[src/rtl/sram_pkg.sv]
// rtl/sram_pkg.sv - shared encodings and defaults for the RAM scan reader
//
// Contents:
//   scan_state_t          FSM state encoding (IDLE, REQ, CAPT, HOLD)
//   ADDR_W_DEF            default RAM address width (depth is 2**ADDR_W)
//   DATA_W_DEF            default RAM word width
//   HOLD_CYCLES_DEF       default display time per word, in clock cycles
//   DEBOUNCE_CYCLES_DEF   default settle time of the push-button debouncer
package sram_pkg;

   localparam int ADDR_W_DEF          = 4;
   localparam int DATA_W_DEF          = 4;
   localparam int HOLD_CYCLES_DEF     = 25_000_000;
   localparam int DEBOUNCE_CYCLES_DEF = 250_000;

   typedef enum logic [1:0] {
      IDLE = 2'd0,
      REQ  = 2'd1,
      CAPT = 2'd2,
      HOLD = 2'd3
   } scan_state_t;

endpackage

[src/rtl/sram_scan_reader_if.sv]
// rtl/sram_scan_reader_if.sv - single-port RAM a-port bundle
//
// Signals:
//   mem_ena    RAM enable
//   mem_wea    RAM write enable
//   mem_addr   RAM address (ADDR_W bits)
//   mem_rdata  RAM read data (DATA_W bits), valid one cycle after an enabled address
// Modports:
//   master  the sequencer driving the RAM
//   slave   the RAM itself
interface sram_scan_reader_if #(
   parameter int ADDR_W = 4,
   parameter int DATA_W = 4
);

   logic              mem_ena;
   logic              mem_wea;
   logic [ADDR_W-1:0] mem_addr;
   logic [DATA_W-1:0] mem_rdata;

   modport master (
      output mem_ena,
      output mem_wea,
      output mem_addr,
      input  mem_rdata
   );

   modport slave (
      input  mem_ena,
      input  mem_wea,
      input  mem_addr,
      output mem_rdata
   );

endinterface

[src/rtl/btn_in.sv]
// rtl/btn_in.sv - push-button synchroniser and debouncer with one-cycle press pulse
//
// Ports:
//   clock     system clock, rising edge
//   n_reset   asynchronous active-low reset
//   btn_in    raw push-button level
//   btn_out   registered single-cycle pulse on each debounced 0->1 transition
// Parameter:
//   DEBOUNCE_CYCLES  cycles the synchronised level must stay changed before it is accepted (>= 1)
module btn_in #(
   parameter int DEBOUNCE_CYCLES = 250_000
) (
   input  logic clock,
   input  logic n_reset,
   input  logic btn_in,
   output logic btn_out
);

   localparam int              CNT_W    = (DEBOUNCE_CYCLES > 1) ? $clog2(DEBOUNCE_CYCLES) : 1;
   localparam logic [CNT_W-1:0] CNT_LAST = CNT_W'(DEBOUNCE_CYCLES - 1);

   logic             sync0;
   logic             sync1;
   logic             stable;
   logic [CNT_W-1:0] cnt;

   always_ff @(posedge clock or negedge n_reset) begin
      if (!n_reset) begin
         sync0   <= 1'b0;
         sync1   <= 1'b0;
         stable  <= 1'b0;
         cnt     <= '0;
         btn_out <= 1'b0;
      end else begin
         sync0   <= btn_in;
         sync1   <= sync0;
         btn_out <= 1'b0;
         // Any bounce back to the accepted level restarts the settle window.
         if (sync1 == stable) begin
            cnt <= '0;
         end else if (cnt == CNT_LAST) begin
            cnt     <= '0;
            stable  <= sync1;
            btn_out <= sync1;
         end else begin
            cnt <= cnt + 1'b1;
         end
      end
   end

endmodule

[src/rtl/sram_scan_reader.sv]
// rtl/sram_scan_reader.sv - walks every RAM address on a button press and displays each word
//
// Ports:
//   clock      system clock, rising edge
//   n_reset    asynchronous active-low reset
//   btn        raw push-button, debounced by btn_in
//   mem        RAM a-port (master): mem_ena, mem_wea (always 0), mem_addr out; mem_rdata in
//   led        displayed word
//   addr_led   address of the displayed word
//   busy       high while a scan is active
// Build option:
//   SRAM_SCAN_LOOP_EN  when defined, the scan wraps from the last address back to 0
//                      and keeps running until a press or reset; otherwise it stops in IDLE.
module sram_scan_reader
   import sram_pkg::*;
#(
   parameter int ADDR_W          = ADDR_W_DEF,
   parameter int DATA_W          = DATA_W_DEF,
   parameter int HOLD_CYCLES     = HOLD_CYCLES_DEF,
   parameter int DEBOUNCE_CYCLES = DEBOUNCE_CYCLES_DEF
) (
   input  logic                clock,
   input  logic                n_reset,
   input  logic                btn,
   sram_scan_reader_if.master  mem,
   output logic [DATA_W-1:0]   led,
   output logic [ADDR_W-1:0]   addr_led,
   output logic                busy
);

   localparam int               CNT_W     = (HOLD_CYCLES > 1) ? $clog2(HOLD_CYCLES) : 1;
   localparam logic [CNT_W-1:0] HOLD_LAST = CNT_W'(HOLD_CYCLES - 1);

`ifdef SRAM_SCAN_LOOP_EN
   localparam scan_state_t END_STATE = REQ;
`else
   localparam scan_state_t END_STATE = IDLE;
`endif

   scan_state_t       state;
   scan_state_t       state_nxt;
   logic              press;
   logic [ADDR_W-1:0] scan_addr;
   logic [CNT_W-1:0]  hold_cnt;
   logic              hold_done;
   logic              last_addr;

   btn_in #(
      .DEBOUNCE_CYCLES (DEBOUNCE_CYCLES)
   ) u_btn_in (
      .clock   (clock),
      .n_reset (n_reset),
      .btn_in  (btn),
      .btn_out (press)
   );

   assign hold_done = (hold_cnt == HOLD_LAST);
   assign last_addr = (scan_addr == {ADDR_W{1'b1}});

   assign mem.mem_wea  = 1'b0;
   assign mem.mem_addr = scan_addr;

   always_ff @(posedge clock or negedge n_reset) begin
      if (!n_reset) begin
         state <= IDLE;
      end else begin
         state <= state_nxt;
      end
   end

   // A press while scanning always aborts, even on the cycle the hold expires.
   always_comb begin
      state_nxt = state;
      case (state)
         IDLE: if (press) state_nxt = REQ;
         REQ:  state_nxt = press ? IDLE : CAPT;
         CAPT: state_nxt = press ? IDLE : HOLD;
         HOLD: begin
            if (press) begin
               state_nxt = IDLE;
            end else if (hold_done) begin
               state_nxt = last_addr ? END_STATE : REQ;
            end
         end
         default: state_nxt = IDLE;
      endcase
   end

   always_comb begin
      busy        = (state != IDLE);
      mem.mem_ena = (state == REQ);
   end

   // Display, scan address and hold counter. Updates are suppressed on an
   // abort so the last shown word and address stay on the LEDs.
   always_ff @(posedge clock or negedge n_reset) begin
      if (!n_reset) begin
         scan_addr <= '0;
         hold_cnt  <= '0;
         led       <= '0;
         addr_led  <= '0;
      end else begin
         case (state)
            IDLE: begin
               if (press) begin
                  scan_addr <= '0;
                  led       <= '0;
                  addr_led  <= '0;
               end
            end
            CAPT: begin
               if (!press) begin
                  led      <= mem.mem_rdata;
                  addr_led <= scan_addr;
                  hold_cnt <= '0;
               end
            end
            HOLD: begin
               if (!press) begin
                  if (hold_done) begin
                     hold_cnt <= '0;
                     if (!last_addr) begin
                        scan_addr <= scan_addr + 1'b1;
                     end else begin
`ifdef SRAM_SCAN_LOOP_EN
                        scan_addr <= '0;
`else
                        scan_addr <= scan_addr;
`endif
                     end
                  end else begin
                     hold_cnt <= hold_cnt + 1'b1;
                  end
               end
            end
            default: ;
         endcase
      end
   end

endmodule
[src/flat_wrapper.sv]
// flat-port wrapper written by rule: the top's interface ports become plain ports
module sram_scan_reader_flat import sram_pkg::*;
#(
   parameter int ADDR_W          = ADDR_W_DEF,
   parameter int DATA_W          = DATA_W_DEF,
   parameter int HOLD_CYCLES     = HOLD_CYCLES_DEF,
   parameter int DEBOUNCE_CYCLES = DEBOUNCE_CYCLES_DEF
)
  (clock, n_reset, btn, led, addr_led, busy, mem_mem_ena, mem_mem_wea, mem_mem_addr, mem_mem_rdata);
  sram_scan_reader_if #(.ADDR_W(ADDR_W), .DATA_W(DATA_W)) mem_i ();
  input  logic clock;
  input  logic n_reset;
  input  logic btn;
  output logic [DATA_W-1:0] led;
  output logic [ADDR_W-1:0] addr_led;
  output logic busy;
  output wire logic [$bits(mem_i.mem_ena)-1:0] mem_mem_ena;
  output wire logic [$bits(mem_i.mem_wea)-1:0] mem_mem_wea;
  output wire logic [$bits(mem_i.mem_addr)-1:0] mem_mem_addr;
  input wire logic [$bits(mem_i.mem_rdata)-1:0] mem_mem_rdata;
  assign mem_mem_ena = mem_i.mem_ena;
  assign mem_mem_wea = mem_i.mem_wea;
  assign mem_mem_addr = mem_i.mem_addr;
  assign mem_i.mem_rdata = mem_mem_rdata;
  sram_scan_reader #(.ADDR_W(ADDR_W), .DATA_W(DATA_W), .HOLD_CYCLES(HOLD_CYCLES), .DEBOUNCE_CYCLES(DEBOUNCE_CYCLES)) u_core (.clock(clock), .n_reset(n_reset), .btn(btn), .mem(mem_i), .led(led), .addr_led(addr_led), .busy(busy));
endmodule
[config.mk]
export PLATFORM = sky130hd
export DESIGN_NAME = sram_scan_reader_flat
export DESIGN_NICKNAME = d
export VERILOG_FILES = /design/src/rtl/sram_pkg.sv /design/src/rtl/sram_scan_reader_if.sv /design/src/rtl/btn_in.sv /design/src/rtl/sram_scan_reader.sv /design/src/flat_wrapper.sv
export SDC_FILE = /design/constraint.sdc
export NUM_CORES = 1
export LEC_CHECK = 0
export ABC_AREA = 1
export ABC_CLOCK_PERIOD_IN_PS = 1800
export BUFFER_PORTS_ARGS = -buffer_cell sky130_fd_sc_hd__clkbuf_2
export CORE_MARGIN = 2
export CORE_UTILIZATION = 55
export CTS_CLUSTER_DIAMETER = 80
export CTS_CLUSTER_SIZE = 14
export DETAILED_ROUTE_END_ITERATION = 8
export GPL_ROUTABILITY_DRIVEN = 0
export MAX_ROUTING_LAYER = met4
export PLACE_DENSITY = 0.86
export SETUP_SLACK_MARGIN = 0.5
export SLEW_MARGIN = 0
export SYNTH_ARGS = -nofsm -noshare
export SYNTH_HDL_FRONTEND = slang
export SYNTH_HIERARCHICAL = 1
export SYNTH_SLANG_ARGS = --single-unit
[constraint.sdc]
create_clock -name clock -period 1.8 [get_ports clock]
set_clock_uncertainty 0.15 [all_clocks]
set_input_delay 0.09 -clock clock [delete_from_list [all_inputs] [get_ports clock]]
set_output_delay 0.09 -clock clock [all_outputs]
set_load 0.01 [all_outputs]
After elaboration in Yosys (flattened, before gate mapping)
Index checks and enable logic that the tools add are counted.
Storage, ports and cells
  register bits after elaboration: 61
  input bits: 7
  output and inout port bits: 15
  logic and storage cells: 61
Operators by class
  add/sub/neg operators: 3
  equality and inequality tests: 13
  mux-type cells: 24
  bitwise operators: 1
  reduce and logical (&&, ||, !) cells: 10
Operators by type and width (number)
  25-bit 2-to-1 mux: 3
  25-bit case mux with 2 select lines: 1
  18-bit 2-to-1 mux: 2
  25-bit by 1-bit adder with 25-bit output, second input constant: 1
  25-bit equality test, second input constant: 1
  4-bit 2-to-1 mux: 6
  4-bit case mux with 2 select lines: 3
  18-bit by 1-bit adder with 18-bit output, second input constant: 1
  18-bit equality test, second input constant: 1
  2-bit 2-to-1 mux: 5
  2-bit != test, second input constant: 4
  2-bit case mux with 4 select lines: 1
  2-bit nonzero test: 4
  3-bit AND reduction: 2
  5-bit AND reduction: 1
  4-bit by 1-bit adder with 4-bit output, second input constant: 1
  2-bit equality test, second input constant: 2
  4-bit equality test, second input constant: 1
  2-bit AND reduction: 2
  1-bit 2-to-1 mux: 3
  3-bit by 2-bit != test with 1-bit output, second input constant: 1
  2-bit by 1-bit equality test with 1-bit output, second input constant: 1
  2-bit zero test: 1
  2-bit by 1-bit != test with 1-bit output, second input constant: 1
  other kinds (2): 2

Logic depth before layout (Yosys ltp)
  word-level depth: 5
  depth in mapped cells: 10
  gate-level depth less buffers: 10

Hierarchy
The synthesis kept the hierarchy.
Modules (own cells, without submodules)
  sram_scan_reader: instances 1, cells an instance 352, area each 2427.3 sq um, seq. area each 975.9 sq um
  btn_in: instances 1, cells an instance 138, area each 1132.3 sq um, seq. area each 550.5 sq um

Worst setup path before layout
Ideal clock, no wire load.
  kind: reg-to-reg
  from: reg u_core.hold_cnt[1]
  to: reg u_core.hold_cnt[15]
  data arrival time: 1.383 ns
  data required time: 1.530 ns
  path slack: 0.147 ns
  stages on the path, launching flop included: 11
  path buffers: 0
  clock period less this slack: 1.653 ns
  cell sequence: dfrtp_1 ha_1 inv_1 nor2_2 nand2_1 nor2_1 nand2_1 nand2_2 nand2_4 inv_4 nor2_1
Between the ends
  cells in the longest elaborated chain, start to end: 4
  elaborated cells between the ends (all ways): 5
Ends and longest elaborated chain
  start, declared: line sram_scan_reader.sv:44  | logic [CNT_W-1:0] hold_cnt;
  start signal, assigned: line sram_scan_reader.sv:132  | hold_cnt <= hold_cnt + 1'b1;
  25-bit by 1-bit adder with 25-bit output or 25-bit equality test (tied branches): line sram_scan_reader.sv:132, sram_scan_reader.sv:57
  25-bit 2-to-1 mux *: line sram_scan_reader.sv:120  | if (hold_done) begin
  25-bit 2-to-1 mux *: line sram_scan_reader.sv:119  | if (!press) begin
  25-bit case mux with 2 select lines *: line sram_scan_reader.sv:103  | case (state)
Every way passes the cells marked *; elsewhere a longest branch is shown, timed or not. The select of a mux whose other input is x is not followed.
A chain may end at the register's enable or synchronous reset.

Final worst setup path
  from: reg u_core.hold_cnt[6]
  to: reg u_core.scan_addr[1], in the netlist u_core/mem.mem_addr[1]
Between the ends
  cells in the longest elaborated chain, start to end: 3
Ends and longest elaborated chain
  25-bit equality test: line sram_scan_reader.sv:57  | assign hold_done = (hold_cnt == HOLD_LAST);
  2-bit by 1-bit != test with 1-bit output (no source line)
  5-bit AND reduction (no source line)
  end signal, assigned: line sram_scan_reader.sv:123  | scan_addr <= scan_addr + 1'b1;
  end signal, assigned: line sram_scan_reader.sv:128  | scan_addr <= scan_addr;
  end, declared: line sram_scan_reader.sv:43  | logic [ADDR_W-1:0] scan_addr;
Every way passes these cells.

==> results.sh <==
export IMPL_syn_area_um2=3560
export IMPL_final_common_cell="nand2_1"
export IMPL_swShare_pct=24.6
export IMPL_drv_slew=0
export IMPL_rr_startpoint="u_core/hold_cnt[6]"
export IMPL_cts_root_buffer_cell="clkbuf_8"
export IMPL_clkLatencyLatePin_ps=360
export IMPL_start_util_pct=56.4
export IMPL_relSlewSlack_pct=60.1
export IMPL_critical_path_class="flop to flop"
export IMPL_min_delay_path_class="primary input to asynchronous set/reset pin"
export IMPL_worst_pin_slew_ps=599
export IMPL_syn_to_final_growth_pct=41.1
export IMPL_ys_ff_latch=61
export IMPL_via_count=4305
export IMPL_max_freq_mhz=499
export IMPL_grt_pass1_vias=3877
export IMPL_outcome="complete, but fails checks"
export IMPL_syn_nets=500
export IMPL_yosysWarnings=6
export IMPL_rsz0062_at_grt="true"
export IMPL_grt_use_total_pct=33.2
export IMPL_multi_input_area_um2=2260
export IMPL_htree_levels=3
export IMPL_vias_per_cell=6.45
export IMPL_clk_path_buf_depth=2
export IMPL_io_pins=22
export IMPL_period_minus_slack_ps=2000
export IMPL_layout_common_cells="nand2_1, nor2_1, dfrtp_1"
export IMPL_regArea_um2=1550
export IMPL_setup_viol=26
export IMPL_r2r_end="u_core/mem.mem_addr[1]"
export IMPL_p_switching_mw=0.689
export IMPL_dp_slack_ps=57.8
export IMPL_drt_initial_drc_count=906
export IMPL_end_kind="flop"
export IMPL_final_setup_worst_slack_ps=-203
export IMPL_synth_cells=490
export IMPL_antenna_found_initial=2
export IMPL_setup_tns_ps=-2620
export IMPL_fp_dieH_um=84.5
export IMPL_synth_avg_cell_area_um2=7.26
export IMPL_start_kind="flop"
export IMPL_crit_fanout=6
export IMPL_yosysUniqueCellTypes=34
export IMPL_die_x_um=84.5
export IMPL_cts_sink_count=61
export IMPL_violations="design-rule violations, negative setup slack"
export IMPL_wirelength_mm=14.5
export IMPL_p_total_mw=2.79
export IMPL_die_area_um2=7130
export IMPL_rrSetupSlack_ps=-200
export IMPL_port_buffers=20
export IMPL_clkPwrFrac_pct=46.2
export IMPL_final_nets=593
export IMPL_clk_pin_slew_worst_paths_ps=90
export IMPL_synth_edf_count=0
export IMPL_ys_seq_area_share_pct=42.9
export IMPL_peakVddDrop_mv=0.677
export IMPL_power_internal_mw=2.11
export IMPL_combPwrFrac_pct=4.2
export IMPL_ant_nets=0
export IMPL_pwr_density_cell_nw_per_um2=556
export IMPL_leakagePower_nw=2.23
export IMPL_synthArstFlopShare_pct=100
export IMPL_fillCellCount=313
export IMPL_grt_pass1_wl_mm=18.1
export IMPL_pwr_share_seq_pct=49.7
export IMPL_drc_errors=6
export IMPL_layout_worst_path_cycle_share_pct=111
export IMPL_maxCapViolations=0
export IMPL_drive_above_1_share_pct=36.9
export IMPL_cts_tree="done"
export IMPL_cp_data_required_time_ps=1940
export IMPL_hpwl_mm=6.25
export IMPL_reg2regPathDepth=8
export IMPL_worst_ep_arrival_time_ps=2140
export IMPL_row_count=29
export IMPL_worstSetupStartpoint="u_core/hold_cnt[6]"
export IMPL_crit_end="u_core/mem.mem_addr[1]"
export IMPL_grt_start_max_net_pins=23
export IMPL_wl_per_cell_um=21.8
export IMPL_finalHoldViolCount=0
export IMPL_coreArea_um2=6310
export IMPL_cts_buffers=9
export IMPL_dr_pass1_iters=9
export IMPL_ys_flop_type="dfrtp_1"
export IMPL_gr_total_overflow=0
## cells in the mapped netlist (2+ instances only)
master,number,area (um^2)
nor2_1,105,394
inv_4,2,12.5
xor2_1,12,105
buf_2,2,10.0
nand4_1,13,81.3
xnor2_1,4,35.0
a21oi_1,7,35.0
nand2_4,2,22.5
dfrtp_1,61,1530
nand3b_1,5,37.5
inv_2,5,18.8
o21ai_0,16,80.1
nor2_2,5,31.3
inv_1,45,169
nand3_1,45,225
nand2_2,9,56.3
nor3_1,5,25.0
ha_1,3,37.5
nand2_1,123,462
nor2_4,6,67.6
o31ai_1,2,15.0
## registers in the layout, indices dropped and copies added, names as in the netlist
name                     count
u_core/u_btn_in/sync1        1
u_core/u_btn_in/stable       1
u_core/led                   4
u_core/u_btn_in/sync0        1
u_core/hold_cnt             25
u_core/addr_led              4
u_core/u_btn_in/btn_out      1
u_core/state                 2
u_core/mem.mem_addr          4
u_core/u_btn_in/cnt         18
## kinds of logic (layout without fill, tap and decap cells)
| family | after synthesis | in the layout | share of synthesized area [%] |
|---|---|---|---|
| other | 1 | 3 | 0.105 |
| adders and majority gates | 3 | 3 | 1.05 |
| xor gates and xnor gates | 16 | 16 | 3.94 |
| buffers and inverters | 57 | 152 | 6.54 |
| and+or+nand+nor | 322 | 325 | 40.6 |
| AOI/OAI and AO/OA | 30 | 30 | 4.85 |
| DFF | 61 | 61 | 42.9 |
## critical path: stages (launching register included)
cell,delay (ps)
dfrtp_2,480
nor2_1,370
nand2_1,130
nor2_1,170
nand2_2,110
nand2_4,140
buf_6,130
nand3b_1,140
nand2_1,120
## stage by stage
step	utilization [%]	hold slack, ps	cell area [um^2]	instances
after floorplan	-	-356	3630	490
after global placement	61.8	-46.5	3900	596
after detailed placement	61.8	-43.3	3900	596
after CTS	74.6	134	4710	654
after global routing	79.5	162	5020	667
final	79.5	128	5020	667
## routing by layer
metal  wire [um]  global-route usage [%]
met1        4670                    37.5
met5           0                       -
met4        1470                    19.8
met2        6640                    55.3
met3        1770                    5.31
## power by group through the flow
| stage | clock network (mW) | logic [mW] | registers [mW] |
|---|---|---|---|
| finish | 1.29 | 0.116 | 1.39 |
| global route | 1.33 | 0.125 | 1.39 |
| CTS | 1.25 | 0.0997 | 1.39 |
| floorplan | 0 | 0.0212 | 1.41 |
| detailed placement | 0 | 0.0685 | 1.41 |
| global placement | 0 | 0.0664 | 1.41 |
## area by class of cell
| class | instances | area share (%) |
|---|---|---|
| Clock inverter | 5 | 1.17 |
| Tap cell | 77 | 1.92 |
| Antenna cell | 2 | 0.0997 |
| Timing Repair inverter | 1 | 0.125 |
| Clock buffer | 11 | 2.82 |
| Timing Repair Buffer | 82 | 13.4 |
| Sequential cell | 61 | 30.8 |
| Inverter | 53 | 4.68 |
| Multi-Input combinational cell | 375 | 45.0 |
## repair_timing
item / 4_1_cts / 5_1_grt
setup endpoints to repair: 58 / 60
pin swaps: 30 / 35
hold endpoints to repair: 45 / 0
resized for setup: 77 / 60
buffers inserted: 33 / 10
hold buffers: 6 / 0
gates cloned: 3 / 1
## worst min-delay path by stage
stage          startpoint                      to
3_3_place_gp      n_reset      u_core/addr_led[1]
5_1_grt           n_reset  u_core/mem.mem_addr[3]
2_1_floorplan     n_reset      u_core/addr_led[0]
3_5_place_dp      n_reset      u_core/addr_led[0]
6_report          n_reset      u_core/addr_led[1]
4_1_cts           n_reset      u_core/addr_led[2]
Power figures use the tool's default switching activity.
